## config.mk

```make
export PLATFORM = sky130hd
export DESIGN_NAME = alu_mul_sequencer
export DESIGN_NICKNAME = d
export VERILOG_FILES = /design/src/rtl/alu_mul_sequencer_pkg.sv /design/src/rtl/alu_mul_sequencer_alu_port_mux.sv /design/src/rtl/alu_mul_sequencer.sv
export SDC_FILE = /design/constraint.sdc
export NUM_CORES = 1
export LEC_CHECK = 0
export BUFFER_PORTS_ARGS = -buffer_cell sky130_fd_sc_hd__buf_4
export CAP_MARGIN = 30
export CORE_MARGIN = 8
export CORE_UTILIZATION = 30
export CTS_BUF_LIST = sky130_fd_sc_hd__clkbuf_16
export DETAILED_ROUTE_END_ITERATION = 7
export PLACE_DENSITY = 0.62
export RECOVER_POWER = 100
export SLEW_MARGIN = 10
export SYNTH_ARGS = -nofsm -noshare
export SYNTH_HDL_FRONTEND = slang
export SYNTH_HIERARCHICAL = 1
export SYNTH_SLANG_ARGS = --single-unit
export TNS_END_PERCENT = 50
```

## constraint.sdc

```tcl
create_clock -name clk -period 4.4 [get_ports clk]
set_input_delay 0.66 -clock clk [delete_from_list [all_inputs] [get_ports clk]]
set_output_delay 0.66 -clock clk [all_outputs]
set_load 0.005 [all_outputs]
```

## src/rtl/alu_mul_sequencer_pkg.sv

```systemverilog
`default_nettype none
// ============================================================================
// Module      : alu_mul_sequencer_pkg
// Description : Shared constants, FSM state type and flag helper for the
//               multi-cycle MUL sequencer that borrows the EXE-stage ALU.
// Revision    : 1.0 - initial release
// ============================================================================
package alu_mul_sequencer_pkg;

  // Datapath width shared with the rest of the core
  localparam int WORD_WIDTH = 32;

  // ALU command encoding used by the sequencer while it owns the ALU
  localparam logic [3:0] EX_ADD = 4'b0010;

  // Sequencer state encodings (2-bit)
  localparam logic [1:0] MUL_IDLE = 2'd0;
  localparam logic [1:0] MUL_RUN  = 2'd1;
  localparam logic [1:0] MUL_DONE = 2'd2;

  typedef enum logic [1:0] {
    ST_IDLE = MUL_IDLE,
    ST_RUN  = MUL_RUN,
    ST_DONE = MUL_DONE
  } mul_state_e;

  // ARM MUL-style flags {Z,C,N,V}: Z and N from the product, C and V kept
  function automatic logic [3:0] mul_flags(input logic is_zero,
                                           input logic is_neg,
                                           input logic [3:0] sr);
    return {is_zero, sr[2], is_neg, sr[0]};
  endfunction

endpackage
`default_nettype wire

```

## src/rtl/alu_mul_sequencer_alu_port_mux.sv

```systemverilog
`default_nettype none
// ============================================================================
// Module      : alu_port_mux
// Description : 2:1 selector for the ALU command/operand/carry bundle. The
//               pipeline owns the ALU unless the multiplier is iterating.
// Revision    : 1.0 - initial release
// ============================================================================
module alu_port_mux #(
  parameter int WIDTH = 32
) (
  input  logic             sel,
  input  logic [3:0]       pipe_cmd,
  input  logic [WIDTH-1:0] pipe_val1,
  input  logic [WIDTH-1:0] pipe_val2,
  input  logic             pipe_carry,
  input  logic [3:0]       mul_cmd,
  input  logic [WIDTH-1:0] mul_val1,
  input  logic [WIDTH-1:0] mul_val2,
  input  logic             mul_carry,
  output logic [3:0]       out_cmd,
  output logic [WIDTH-1:0] out_val1,
  output logic [WIDTH-1:0] out_val2,
  output logic             out_carry
);

  // sel=1 hands the ALU to the multiplier, otherwise pure pass-through
  always_comb begin
    out_cmd   = pipe_cmd;
    out_val1  = pipe_val1;
    out_val2  = pipe_val2;
    out_carry = pipe_carry;
    if (sel) begin
      out_cmd   = mul_cmd;
      out_val1  = mul_val1;
      out_val2  = mul_val2;
      out_carry = mul_carry;
    end
  end

endmodule
`default_nettype wire

```

## src/rtl/alu_mul_sequencer.sv

```systemverilog
`default_nettype none
// ============================================================================
// Module      : alu_mul_sequencer
// Description : Multi-cycle shift-add 32x32->32 multiplier that time-shares
//               the single EXE-stage ALU, stalling the pipeline while it runs.
//               Returns the product low word and optional N/Z flags.
// Revision    : 1.0 - initial release
// ============================================================================
module alu_mul_sequencer
  import alu_mul_sequencer_pkg::*;
#(
  parameter int WORD_WIDTH = alu_mul_sequencer_pkg::WORD_WIDTH,
  parameter bit EARLY_OUT  = 1'b1
) (
  input  logic                  clk,
  input  logic                  rst,
  input  logic                  mul_start,
  input  logic                  mul_s,
  input  logic [WORD_WIDTH-1:0] mul_rm,
  input  logic [WORD_WIDTH-1:0] mul_rs,
  input  logic [3:0]            cur_sr,
  input  logic [3:0]            pipe_exe_cmd,
  input  logic [WORD_WIDTH-1:0] pipe_val1,
  input  logic [WORD_WIDTH-1:0] pipe_val2,
  input  logic                  pipe_carry,
  input  logic [WORD_WIDTH-1:0] alu_result,
  output logic [3:0]            alu_exe_cmd,
  output logic [WORD_WIDTH-1:0] alu_val1,
  output logic [WORD_WIDTH-1:0] alu_val2,
  output logic                  alu_carry,
  output logic                  busy,
  output logic                  stall,
  output logic                  mul_done,
  output logic [WORD_WIDTH-1:0] mul_result,
  output logic                  mul_sr_wr,
  output logic [3:0]            mul_sr
);

  localparam int CNT_W = $clog2(WORD_WIDTH);
  localparam logic [CNT_W-1:0] C_LAST_CNT = CNT_W'(WORD_WIDTH - 1);

  mul_state_e            r_state;
  mul_state_e            w_next_state;
  logic [WORD_WIDTH-1:0] r_acc;
  logic [WORD_WIDTH-1:0] r_mcand;
  logic [WORD_WIDTH-1:0] r_mplier;
  logic [CNT_W-1:0]      r_cnt;
  logic                  r_s;
  logic [WORD_WIDTH-1:0] r_mul_result;
  logic [3:0]            r_mul_sr;

  logic                  w_run;
  logic                  w_done;
  logic                  w_last_iter;
  logic [WORD_WIDTH-1:0] w_addend;
  logic [3:0]            w_flags;
  logic                  w_unused_sr;

  // Only C and V pass through from the status register
  assign w_unused_sr = ^{cur_sr[3], cur_sr[1]};

  assign w_run  = (r_state == ST_RUN);
  assign w_done = (r_state == ST_DONE);

  // Final iteration: full width reached, or no multiplier bits left to add
  assign w_last_iter = (r_cnt == C_LAST_CNT) ||
                       (EARLY_OUT && ((r_mplier >> 1) == '0));

  assign w_addend = r_mplier[0] ? r_mcand : '0;
  assign w_flags  = mul_flags((r_acc == '0), r_acc[WORD_WIDTH-1], cur_sr);

  // State register
  always_ff @(posedge clk or posedge rst) begin
    if (rst) begin
      r_state <= ST_IDLE;
    end else begin
      r_state <= w_next_state;
    end
  end

  // Next-state logic; a start request is only honoured from IDLE
  always_comb begin
    w_next_state = r_state;
    case (r_state)
      ST_IDLE: if (mul_start) w_next_state = ST_RUN;
      ST_RUN:  if (w_last_iter) w_next_state = ST_DONE;
      ST_DONE: w_next_state = ST_IDLE;
      default: w_next_state = ST_IDLE;
    endcase
  end

  // Operand capture, shift-add iteration and result/flag holding registers
  always_ff @(posedge clk or posedge rst) begin
    if (rst) begin
      r_acc        <= '0;
      r_mcand      <= '0;
      r_mplier     <= '0;
      r_cnt        <= '0;
      r_s          <= 1'b0;
      r_mul_result <= '0;
      r_mul_sr     <= '0;
    end else begin
      case (r_state)
        ST_IDLE: begin
          if (mul_start) begin
            r_mcand  <= mul_rm;
            r_mplier <= mul_rs;
            r_acc    <= '0;
            r_cnt    <= '0;
            r_s      <= mul_s;
          end
        end
        ST_RUN: begin
          r_acc    <= alu_result;
          r_mcand  <= r_mcand << 1;
          r_mplier <= r_mplier >> 1;
          r_cnt    <= r_cnt + 1'b1;
        end
        ST_DONE: begin
          r_mul_result <= r_acc;
          if (r_s) r_mul_sr <= w_flags;
        end
        default: ;
      endcase
    end
  end

  // ALU ownership: multiplier during RUN, pipeline otherwise
  alu_port_mux #(
    .WIDTH      (WORD_WIDTH)
  ) u_alu_port_mux (
    .sel        (w_run),
    .pipe_cmd   (pipe_exe_cmd),
    .pipe_val1  (pipe_val1),
    .pipe_val2  (pipe_val2),
    .pipe_carry (pipe_carry),
    .mul_cmd    (EX_ADD),
    .mul_val1   (r_acc),
    .mul_val2   (w_addend),
    .mul_carry  (1'b0),
    .out_cmd    (alu_exe_cmd),
    .out_val1   (alu_val1),
    .out_val2   (alu_val2),
    .out_carry  (alu_carry)
  );

  // Status and result outputs; the product is visible in DONE, then held
  always_comb begin
    busy       = (r_state != ST_IDLE);
    stall      = w_run;
    mul_done   = w_done;
    mul_sr_wr  = w_done && r_s;
    mul_result = w_done ? r_acc : r_mul_result;
    mul_sr     = (w_done && r_s) ? w_flags : r_mul_sr;
  end

endmodule
`default_nettype wire

```

======== Word-level counts from Yosys, hierarchy flattened ========
Index checks and enable logic that the tools add are counted.
storage, ports and cells
  register bits after elaboration ......... 140
  bits in latches ......................... 0
  bits in writable memories ............... 0
  bits in read-only memories .............. 0
  input bits .............................. 173
  output and inout port bits .............. 109
  logic and storage cells ................. 43
  memories ................................ 0
cells by class
  $add $sub $neg .......................... 1
  $mul .................................... 0
  divide/modulo/power cells ............... 0
  magnitude comparators ................... 0
  eq/ne operators ......................... 5
  shift operators ......................... 0
  mux-type cells .......................... 18
  bitwise operators ....................... 0
  reduce and logical (&&, ||, !) cells .... 11
operators with widths
  kind                                                                    number
  32-bit 2-to-1 mux                                                       7
  32-bit case mux with 2 select lines                                     3
  32-bit logical NOT                                                      2
  5-bit case mux with 2 select lines                                      1
  4-bit 2-to-1 mux                                                        2
  2-bit AND reduction                                                     4
  5-bit by 1-bit adder with 5-bit output (second input constant)          1
  5-bit equality test (second input constant)                             1
  5-bit 2-to-1 mux                                                        1
  2-bit 2-to-1 mux                                                        2
  2-bit case mux with 2 select lines                                      1
  2-bit nonzero test                                                      2
  2-bit by 1-bit equality test with 1-bit output (second input constant)  1
  2-bit equality test (second input constant)                             1
  2-bit logical NOT                                                       1
  2-bit by 1-bit != test with 1-bit output (second input constant)        1
  2-bit != test (second input constant)                                   1
  1-bit logical AND                                                       1
  1-bit logical OR                                                        1
  1-bit 2-to-1 mux                                                        1

======== Logic depth before layout (Yosys ltp) ========
Gate-level depths: netlist of the first run.
  depth after elaboration ................. 4
  depth in mapped cells ................... 8
  depth with buffers taken out ............ 5

======== Hierarchy ========
Netlist of the first run, hierarchy kept.
by module, submodules not included
  module             times used  cells each  area an instance (sq um)  sequential area each (sq um)
  alu_mul_sequencer  1           661         5972.0                    3503.4
  alu_port_mux       1           77          877.1                     0.0

======== Worst setup path after synthesis of the first run ========
Ideal clock, no wire load.
  path type ............................... flip-flop to output port
  from .................................... register r_state[1]
  to ...................................... output alu_exe_cmd[0]
  data arrival time ....................... 1.718 ns
  data required time ...................... 3.740 ns
  setup slack ............................. 2.022 ns
  cell stages (with the launch flop) ...... 9
  buffers on the path ..................... 5
  cells stage by stage .................... dfrtp_1 -> nand2b_1 -> inv_2 -> buf_2 -> buf_2 -> buf_6 -> buf_6 -> buf_8 -> mux2_4
on the way
  longest elaborated chain between the ends .. 2
RTL lines
  element                                         RTL line                              text
  from (decl)                                     alu_mul_sequencer.sv:42               mul_state_e r_state;
  from (signal assigned)                          alu_mul_sequencer.sv:77               r_state <= w_next_state;
  2-bit by 1-bit equality test with 1-bit output  alu_mul_sequencer.sv:62               assign w_run = (r_state == ST_RUN);
  named net stall                                 alu_mul_sequencer.sv:32               output logic stall,
  4-bit 2-to-1 mux                                alu_mul_sequencer_alu_port_mux.sv:32  if (sel) begin
  to (decl)                                       alu_mul_sequencer.sv:27               output logic [3:0] alu_exe_cmd,
The timed path passes the listed nets, and every way through them passes these cells.

======== Worst setup path in the final report of the first run ========
  from .................................... register r_state[1]
  to ...................................... register r_cnt[2]
on the way
  longest elaborated chain between the ends .. 3
  elaborated cells between the ends (all ways) .. 6
  those cells by class .................... 2 x eq/ne; 1 x mux; 3 x reduce/logical
RTL lines
  element                                                                              RTL line                  text
  2-bit by 1-bit equality test with 1-bit output or 2-bit logical NOT (tied branches)  alu_mul_sequencer.sv:103  case (r_state)
  2-bit nonzero test (no line) or 2-bit != test (tied branches)                        n/a
  2-bit AND reduction (no line)                                                        n/a
  to (signal assigned)                                                                 alu_mul_sequencer.sv:117  r_cnt <= r_cnt + 1'b1;
  to (decl)                                                                            alu_mul_sequencer.sv:47   logic [CNT_W-1:0] r_cnt;
Several ways; a longest one is shown, not always the timed one.
A chain may end at the register's enable or synchronous reset.

==> metrics.md, run 1 <==
| Metric | Value |
|---|---|
| Crit Path Max Fanout | 103 |
| Post-CTS Setup Inserts | 0 |
| Crit share post-route | 0.797 |
| Power per cell area | 591 nW/um2 |
| Largest net degree at the start of global routing | 104 |
| WS Path Type | flip-flop to flip-flop |
| Final hold violations | 0 |
| Synth cell types | 31 |
| Total CTS buffers | 17 |
| Post-CTS Resized | 0 |
| Combinational Power Share | 0.362 |
| Final setup fails | 0 |
| Status | complete, but fails checks |
| DRC | 0 |
| DIE WIDTH | 167 um |
| Fraction of layout cells with a size suffix above 1 | 0.343 |
| Max IR drop VDD | 0.242 mV |
| DP Area | 9190 um2 |
| Failing checks | capacitance limit, slew limit |
| ANT nets after route | 0 |
| Synthesis-to-finish area growth | 39.4% |
| H-tree depth | 4 |
| Slew Viols, Final | 157 |
| Design Power | 5.64 mW |
| Synthesized netlist cell count | 738 |
| Die height | 167 um |
| Sw frac | 0.354 |
| Clock Tree Buf Depth | 2 |
| Reg power frac | 0.385 |
| Warnings from Yosys | 6 |
| Ant. Diodes | 0 |
| Clk pin slew, worst setup/hold paths | 0.06 ns |
| Worst slew pin tran | 2.21 ns |
| Post-synth EDFFs | 0 |
| Fin area | 9550 um2 |
| Psw | 2.00 mW |
| Sequential share of the synthesized area | 0.512 |
| Placer Congestion | 0.765 |
| Relative slew slack | -0.476 |
| Final clock skew | 0.0103 ns |
| Post-synth top flop | dfrtp_1 |
| Critical path's largest stage delay | 0.82 ns |
| I/O Buffers | 279 |
| Skew-Pair Late Insertion Delay | 0.42 ns |
| Final wirelength | 22,500 um |
| Fmax | 0.285 GHz |
| CP required | 4.69 ns |
| Global-route wire length before repair | 35,800 um |
| WL per Instance | 17.3 um |
| Initial antenna violation count | 0 |
| Vias | 6,183 |
| Sink Count | 140 |
| Nets | 1,175 |
| Crit start category | flip-flop |
| Clk Tree Root Cell | clkbuf_16 |
| CTS tree | yes |
| DP HPWL | 15,800 um |
| Post-synth ARST share | 1.00 |
| Number of synthesized register bits | 140 |
| Worst hold path type | input port to flip-flop |
| IO Pins | 282 |
| Avg Inst Size Synth | 9.28 um2 |
| TritonRoute pass-1 iters | 4 |
| CP cell instances | nand2b_1 -> inv_6 -> clkbuf_1 -> nor2_1 -> clkbuf_2 -> o21ai_0 -> o21ai_0 |
| Min Tclk post-route | 3.51 ns |
| Leak | 4.76 nW |
| Crit path arrival time | 3.80 ns |
| Via-to-Cell Ratio | 4.76 |
| Setup TNS | 0 ns |
| Post-Synthesis Cell Area | 6850 um2 |
| Total die area | 27,900 um2 |
| Global Route Usage Sum | 0.158 |
| Post-CTS Hold Fix Bufs | 0 |
| RSZ-0062 raised after global routing | false |
| Total gr overflow | 0 |
| Vias in the first global route | 6,519 |
| Critical-path top delay cell | clkbuf_1 |
| Setup crit end kind | flip-flop |
| Worst hold slack | 0.429 ns |
| Row count | 55 |
| Internal Power | 3.64 mW |
| Initial DRC count | 315 |
| Clock share of power | 0.253 |
| CP most frequent cell | o21ai_0 |
| Core area | 22,500 um2 |
| Max_cap viols | 4 |
| Initial Util | 0.304 |
## metal layers
layer | global-route usage | wire length [um] | up-vias
li1 | - | - | 3006
met1 | 0.195 | 9800 | 2974
met2 | 0.259 | 10800 | 192
met3 | 0.0578 | 1690 | 11
met4 | 0.0376 | 144 | 0
met5 | 0 | 0 | -
## worst max-delay path, delay by kind of cell (launching register included)
kind	cells	cell delay, ns
AO/OA/AOI/OAI	2	0.37
buffers and inverters	3	1.95
flip-flops	1	0.43
AND/OR/NAND/NOR	2	0.59
## layout by cell type (no fill, tap or decap), drive strengths merged, types with 2 or more instances in the layout
master	synthesis	routed
nor2	51	51
mux2	72	72
nand2b	2	2
dfrtp	140	140
nand3	37	37
o31ai	2	2
and2	32	32
o22ai	24	24
buf	34	186
nand4	5	5
nand2	252	252
clkinvlp	0	4
clkbuf	16	121
conb	2	5
clkinv	0	3
nor4	15	15
ha	2	2
o21ai	4	4
inv	4	11
a22oi	38	38
## cell families after synthesis
group                    after synthesis  share of synthesized area
other                                  2                    0.00110
AND/OR/NAND/NOR                      399                      0.249
buffers and inverters                 54                     0.0409
flip-flops                           140                      0.512
adder cells (fa/ha/maj)                2                    0.00365
multiplexers                          72                      0.124
AO/OA/AOI/OAI                         69                     0.0698
## path summary, 6_finish.rpt
path | from | end | slack, ns | cells past startpoint
min reg2reg | r_mul_result[26] | r_mul_result[26] | 0.47 | 2
max in group asynchronous | rst | r_mcand[31] | 1.40 | 3
min in group asynchronous | rst | r_mul_result[18] | 0.45 | 2
min | alu_result[18] | r_acc[18] | 0.43 | 3
max reg2reg | r_state[1] | r_cnt[2] | 0.89 | 7
max | r_state[1] | r_cnt[2] | 0.89 | 7
## Yosys cell counts, types with 3 or more instances
master / n / area [um2]
nand2_1: 251 / 942
o22ai_1: 24 / 150
buf_6: 4 / 45.0
a22oi_1: 38 / 285
o21ai_0: 3 / 15.0
and2_1: 32 / 200
nand3_1: 37 / 185
mux2_2: 59 / 664
buf_2: 29 / 145
mux2_4: 10 / 150
mux2_1: 3 / 33.8
nor2_1: 51 / 191
clkbuf_1: 16 / 60.1
dfrtp_1: 140 / 3500
nand4_1: 5 / 31.3
nor4_1: 15 / 93.8
## power groups by stage
stage	Clock, mW	Combinational (mW)	Sequential, mW
5_1_grt	1.52	2.29	2.24
3_5_place_dp	0	2.22	2.19
6_report	1.42	2.04	2.17
4_1_cts	1.47	2.23	2.17
2_1_floorplan	0	1.33	2.03
3_3_place_gp	0	2.13	2.21
## through the flow
stage,utilization,cells,setup slack [ns]
floorplan,-,741,1.99
global placement,0.407,1265,1.41
detailed placement,0.408,1266,1.35
CTS,0.434,1298,0.899
global route,0.424,1298,0.512
finish,0.424,1298,0.894
## area by class of cell
cell class / count / area [um2]
fillers: 2210 / 13000
flip-flops and latches: 140 / 3500
multi-input cells: 547 / 3040
repair buffers: 290 / 2050
clock buffers: 17 / 425
well taps: 285 / 357
clock inverters: 15 / 153
inverters: 4 / 21.3
## registers in the layout, summed over array words and instances, names as in the netlist
name / count
r_state: 2
r_acc: 32
r_mul_sr: 4
r_mcand: 32
r_mplier: 32
r_mul_result: 32
r_cnt: 5
r_s: 1
No activity file was read; power rests on OpenSTA's default activity.
==> run 2: changes to the inputs <==
--- a/config.mk
+++ b/config.mk
@@ -5,13 +5,14 @@
 export SDC_FILE = /design/constraint.sdc
 export NUM_CORES = 1
 export LEC_CHECK = 0
+export ABC_AREA = 1
 export BUFFER_PORTS_ARGS = -buffer_cell sky130_fd_sc_hd__buf_4
 export CAP_MARGIN = 30
 export CORE_MARGIN = 8
 export CORE_UTILIZATION = 30
 export CTS_BUF_LIST = sky130_fd_sc_hd__clkbuf_16
 export DETAILED_ROUTE_END_ITERATION = 7
-export PLACE_DENSITY = 0.62
+export PLACE_DENSITY = 0.6
 export RECOVER_POWER = 100
 export SLEW_MARGIN = 10
 export SYNTH_ARGS = -nofsm -noshare
==> constraint.sdc (replaced) <==
create_clock -name clk -period 3.6 [get_ports clk]
set_input_delay 0.54 -clock clk [delete_from_list [all_inputs] [get_ports clk]]
set_output_delay 0.54 -clock clk [all_outputs]
set_load 0.005 [all_outputs]
==> run 2 against run 1 <==
  * Final cell count up 16%
  * Setup slack worse by 0.28 ns
  * Flip-flop and latch count did not move
  * Maximum frequency rose by 17%
  * The run still ends with capacitance limit, slew limit left
==> metrics.md, run 2 <==
| Metric | Value |
|---|---|
| Status | complete, but fails checks |
| Failing checks | capacitance limit, slew limit |
| Total CTS buffers | 17 |
| Initial antenna violation count | 0 |
| Post-CTS Resized | 0 |
| Skew-Pair Late Insertion Delay | 0.41 ns |
| Largest family of logic cells by synthesized area | simple AND/OR/NAND/NOR gates |
| Avg Inst Size Synth | 7.62 um2 |
| I/O Buffers | 279 |
| Initial Util | 0.304 |
| Setup TNS | 0 ns |
| Synthesized netlist cell count | 931 |
| Crit path depth | 6 |
| Worst R2R Start | r_state[1] |
| Crit path buf inv count | 3 |
| Post-synth top flop | dfrtp_1 |
| CP required | 3.84 ns |
| DRC | 0 |
| Max_cap viols | 1 |
| Max IR drop VDD | 0.474 mV |
| Fmax | 0.335 GHz |
| WL per Instance | 14.8 um |
| Final setup fails | 0 |
| Clk pin slew, worst setup/hold paths | 0.06 ns |
| Relative slew slack | -0.297 |
| Worst hold path type | input port to flip-flop |
| Crit path arrival time | 3.22 ns |
| Vias | 6,843 |
| Clk Tree Root Cell | clkbuf_16 |
| Setup crit end kind | flip-flop |
| Worst r2r path cells | 6 |
| RSZ-0062 raised after global routing | false |
| Sequential share of the synthesized area | 0.494 |
| WS Path Type | flip-flop to flip-flop |
| Crit share post-route | 0.829 |
| Core area | 23,300 um2 |
| DP HPWL | 15,700 um |
| Post-CTS Setup Inserts | 0 |
| Fillers | 2,473 |
| Mux contribution to synthesized area | 0 |
| Leak | 5.28 nW |
| Post-synth EDFFs | 0 |
| ANT nets after route | 0 |
| Crit-path leading delay family | buffers and inverters |
| Crit start category | flip-flop |
| Number of synthesized register bits | 140 |
| H-tree depth | 4 |
| Post-synth top cells | nand2_1 (347), dfrtp_1 (140), inv_1 (126), o21ai_0 (56), nand4_1 (39) |
| Crit Path Max Fanout | 60 |
| Critical-path top delay cell | clkbuf_2 |
| Post-synth ARST share | 1.00 |
| DIE WIDTH | 170 um |
| Post-synthesis adder-cell area fraction | 0.00353 |
| XOR/XNOR Fraction of Synth Area | 0.00123 |
| Min Tclk post-route | 2.98 ns |
| Final hold violations | 0 |
| Final WS setup | 0.615 ns |
| Global Route Usage Sum | 0.155 |
| IO Pins | 282 |
| Power per cell area | 876 nW/um2 |
| Placer Congestion | 0.797 |
| Vias in the first global route | 7,067 |
| Sink Count | 140 |
| Post-CTS Hold Fix Bufs | 0 |
| CTS tree | yes |
| Design Power | 8.61 mW |
| Critical path's largest stage delay | 1.00 ns |
| Nets | 1,355 |
| Global-route wire length before repair | 36,300 um |
| Via-to-Cell Ratio | 4.53 |
| Simple-gate portion of the synthesized area | 0.252 |
| CP cell instances | inv_1 -> nand2_1 -> clkbuf_2 -> nand2_1 -> inv_1 -> a21oi_1 |
| Post-Synthesis Cell Area | 7090 um2 |
| Worst slew pin tran | 1.95 ns |
| Warnings from Yosys | 6 |
| Total gr overflow | 0 |
| Most frequent cells in the layout | nand2_1 (349), buf_4 (185), dfrtp_1 (140), inv_1 (130), clkbuf_4 (69) |
| Post-synth top area share | 0.494 |
| Largest area contributor in the netlist | dfrtp_1 |
| Total die area | 28,800 um2 |
| Top-count cell post-synth | nand2_1 |
| Pre-CTS setup slack | 1.28 ns |
| Synth Area in Compound Gates | 0.129 |
| Worst hold slack | 0.338 ns |
| CP endpoint | r_mcand[22] |
| R2r setup slk | 0.62 ns |
| Commonest non-fill, non-tap cell in the layout | nand2_1 |
| Row count | 56 |
| Synth cell types | 25 |
| Clock Tree Buf Depth | 2 |
| Final wirelength | 22,300 um |
| Ant. Diodes | 0 |
| Final clock skew | 0.00880 ns |
| Synth top area cells | dfrtp_1 (49%), nand2_1 (18%), inv_1 (6.7%) |
| Die height | 170 um |
| Initial DRC count | 362 |
| Fraction of layout cells with a size suffix above 1 | 0.243 |
| Slew Viols, Final | 141 |
| Synthesis-to-finish area growth | 38.5% |
| Crit. Startpoint | r_state[1] |
| Largest net degree at the start of global routing | 141 |
| R2R Path End | r_mcand[22] |
| TritonRoute pass-1 iters | 5 |
## run 2: cell types whose count changed after synthesis, sizes merged, moves of 34 or more
cell / change
a22oi: -38
inv: +127
nand2: +97
o21ai: +64
nand4: +34
mux2: -72
## run 2: kinds of logic (layout without fill, tap and decap cells)
group / Yosys count / count (layout)
buffers and inverters: 192 / 450
and+or+nand+nor: 442 / 442
AOI/OAI and AO/OA: 152 / 152
xor gates and xnor gates: 1 / 1
DFF: 140 / 140
adders and majority gates: 2 / 2
other: 2 / 5
## run 2: worst reg2reg max path: stages, from the launching register on
cell and delay (ns):
dfrtp_1 0.34, inv_1 0.06, nand2_1 0.11, clkbuf_2 1.00, nand2_1 0.19, inv_1 0.91, a21oi_1 0.22
## run 2: metal layers
layer	wire length, um	share of wire	vias to the layer above	GRT usage
li1	-	-	3464	-
met1	9620	0.43	3149	0.187
met2	10700	0.48	212	0.260
met3	1740	0.078	18	0.0528
met4	255	0.011	0	0.0385
met5	0	0	-	0
## run 2: worst min-delay path by stage
stage              startpoint          end  slack, ns  cells past startpoint
2_1_floorplan     r_mul_sr[0]  r_mul_sr[0]       0.46                      2
3_3_place_gp      r_mul_sr[2]  r_mul_sr[2]       0.46                      2
3_5_place_dp      r_mul_sr[2]  r_mul_sr[2]       0.47                      2
4_1_cts        alu_result[25]    r_acc[25]       0.31                      3
5_1_grt        alu_result[24]    r_acc[24]       0.32                      3
6_report       alu_result[25]    r_acc[25]       0.34                      3
## run 2: stage by stage
stage,cell area (um2),instances,utilization
finish,9830,1511,0.421
global route,9830,1511,0.421
CTS,9970,1511,0.427
detailed placement,9370,1480,0.402
global placement,9340,1479,0.400
floorplan,7110,934,-
## run 2: power by group
group / internal [mW] / total [mW] / leakage, nW / switching (mW)
combinational: 1.62 / 4.11 / 3.26 / 2.49
sequential: 2.31 / 2.72 / 1.72 / 0.406
clock: 1.09 / 1.78 / 0.298 / 0.687
## run 2: layout make-up
| cell class | count | area, um2 | area share |
|---|---|---|---|
| Clock inverter | 14 | 171 | 0.0174 |
| Inverter | 131 | 498 | 0.0507 |
| Sequential cell | 140 | 3500 | 0.357 |
| Multi-Input combinational cell | 602 | 2750 | 0.280 |
| Timing Repair Buffer | 288 | 2080 | 0.211 |
| Tap cell | 319 | 399 | 0.0406 |
| Clock buffer | 17 | 425 | 0.0433 |
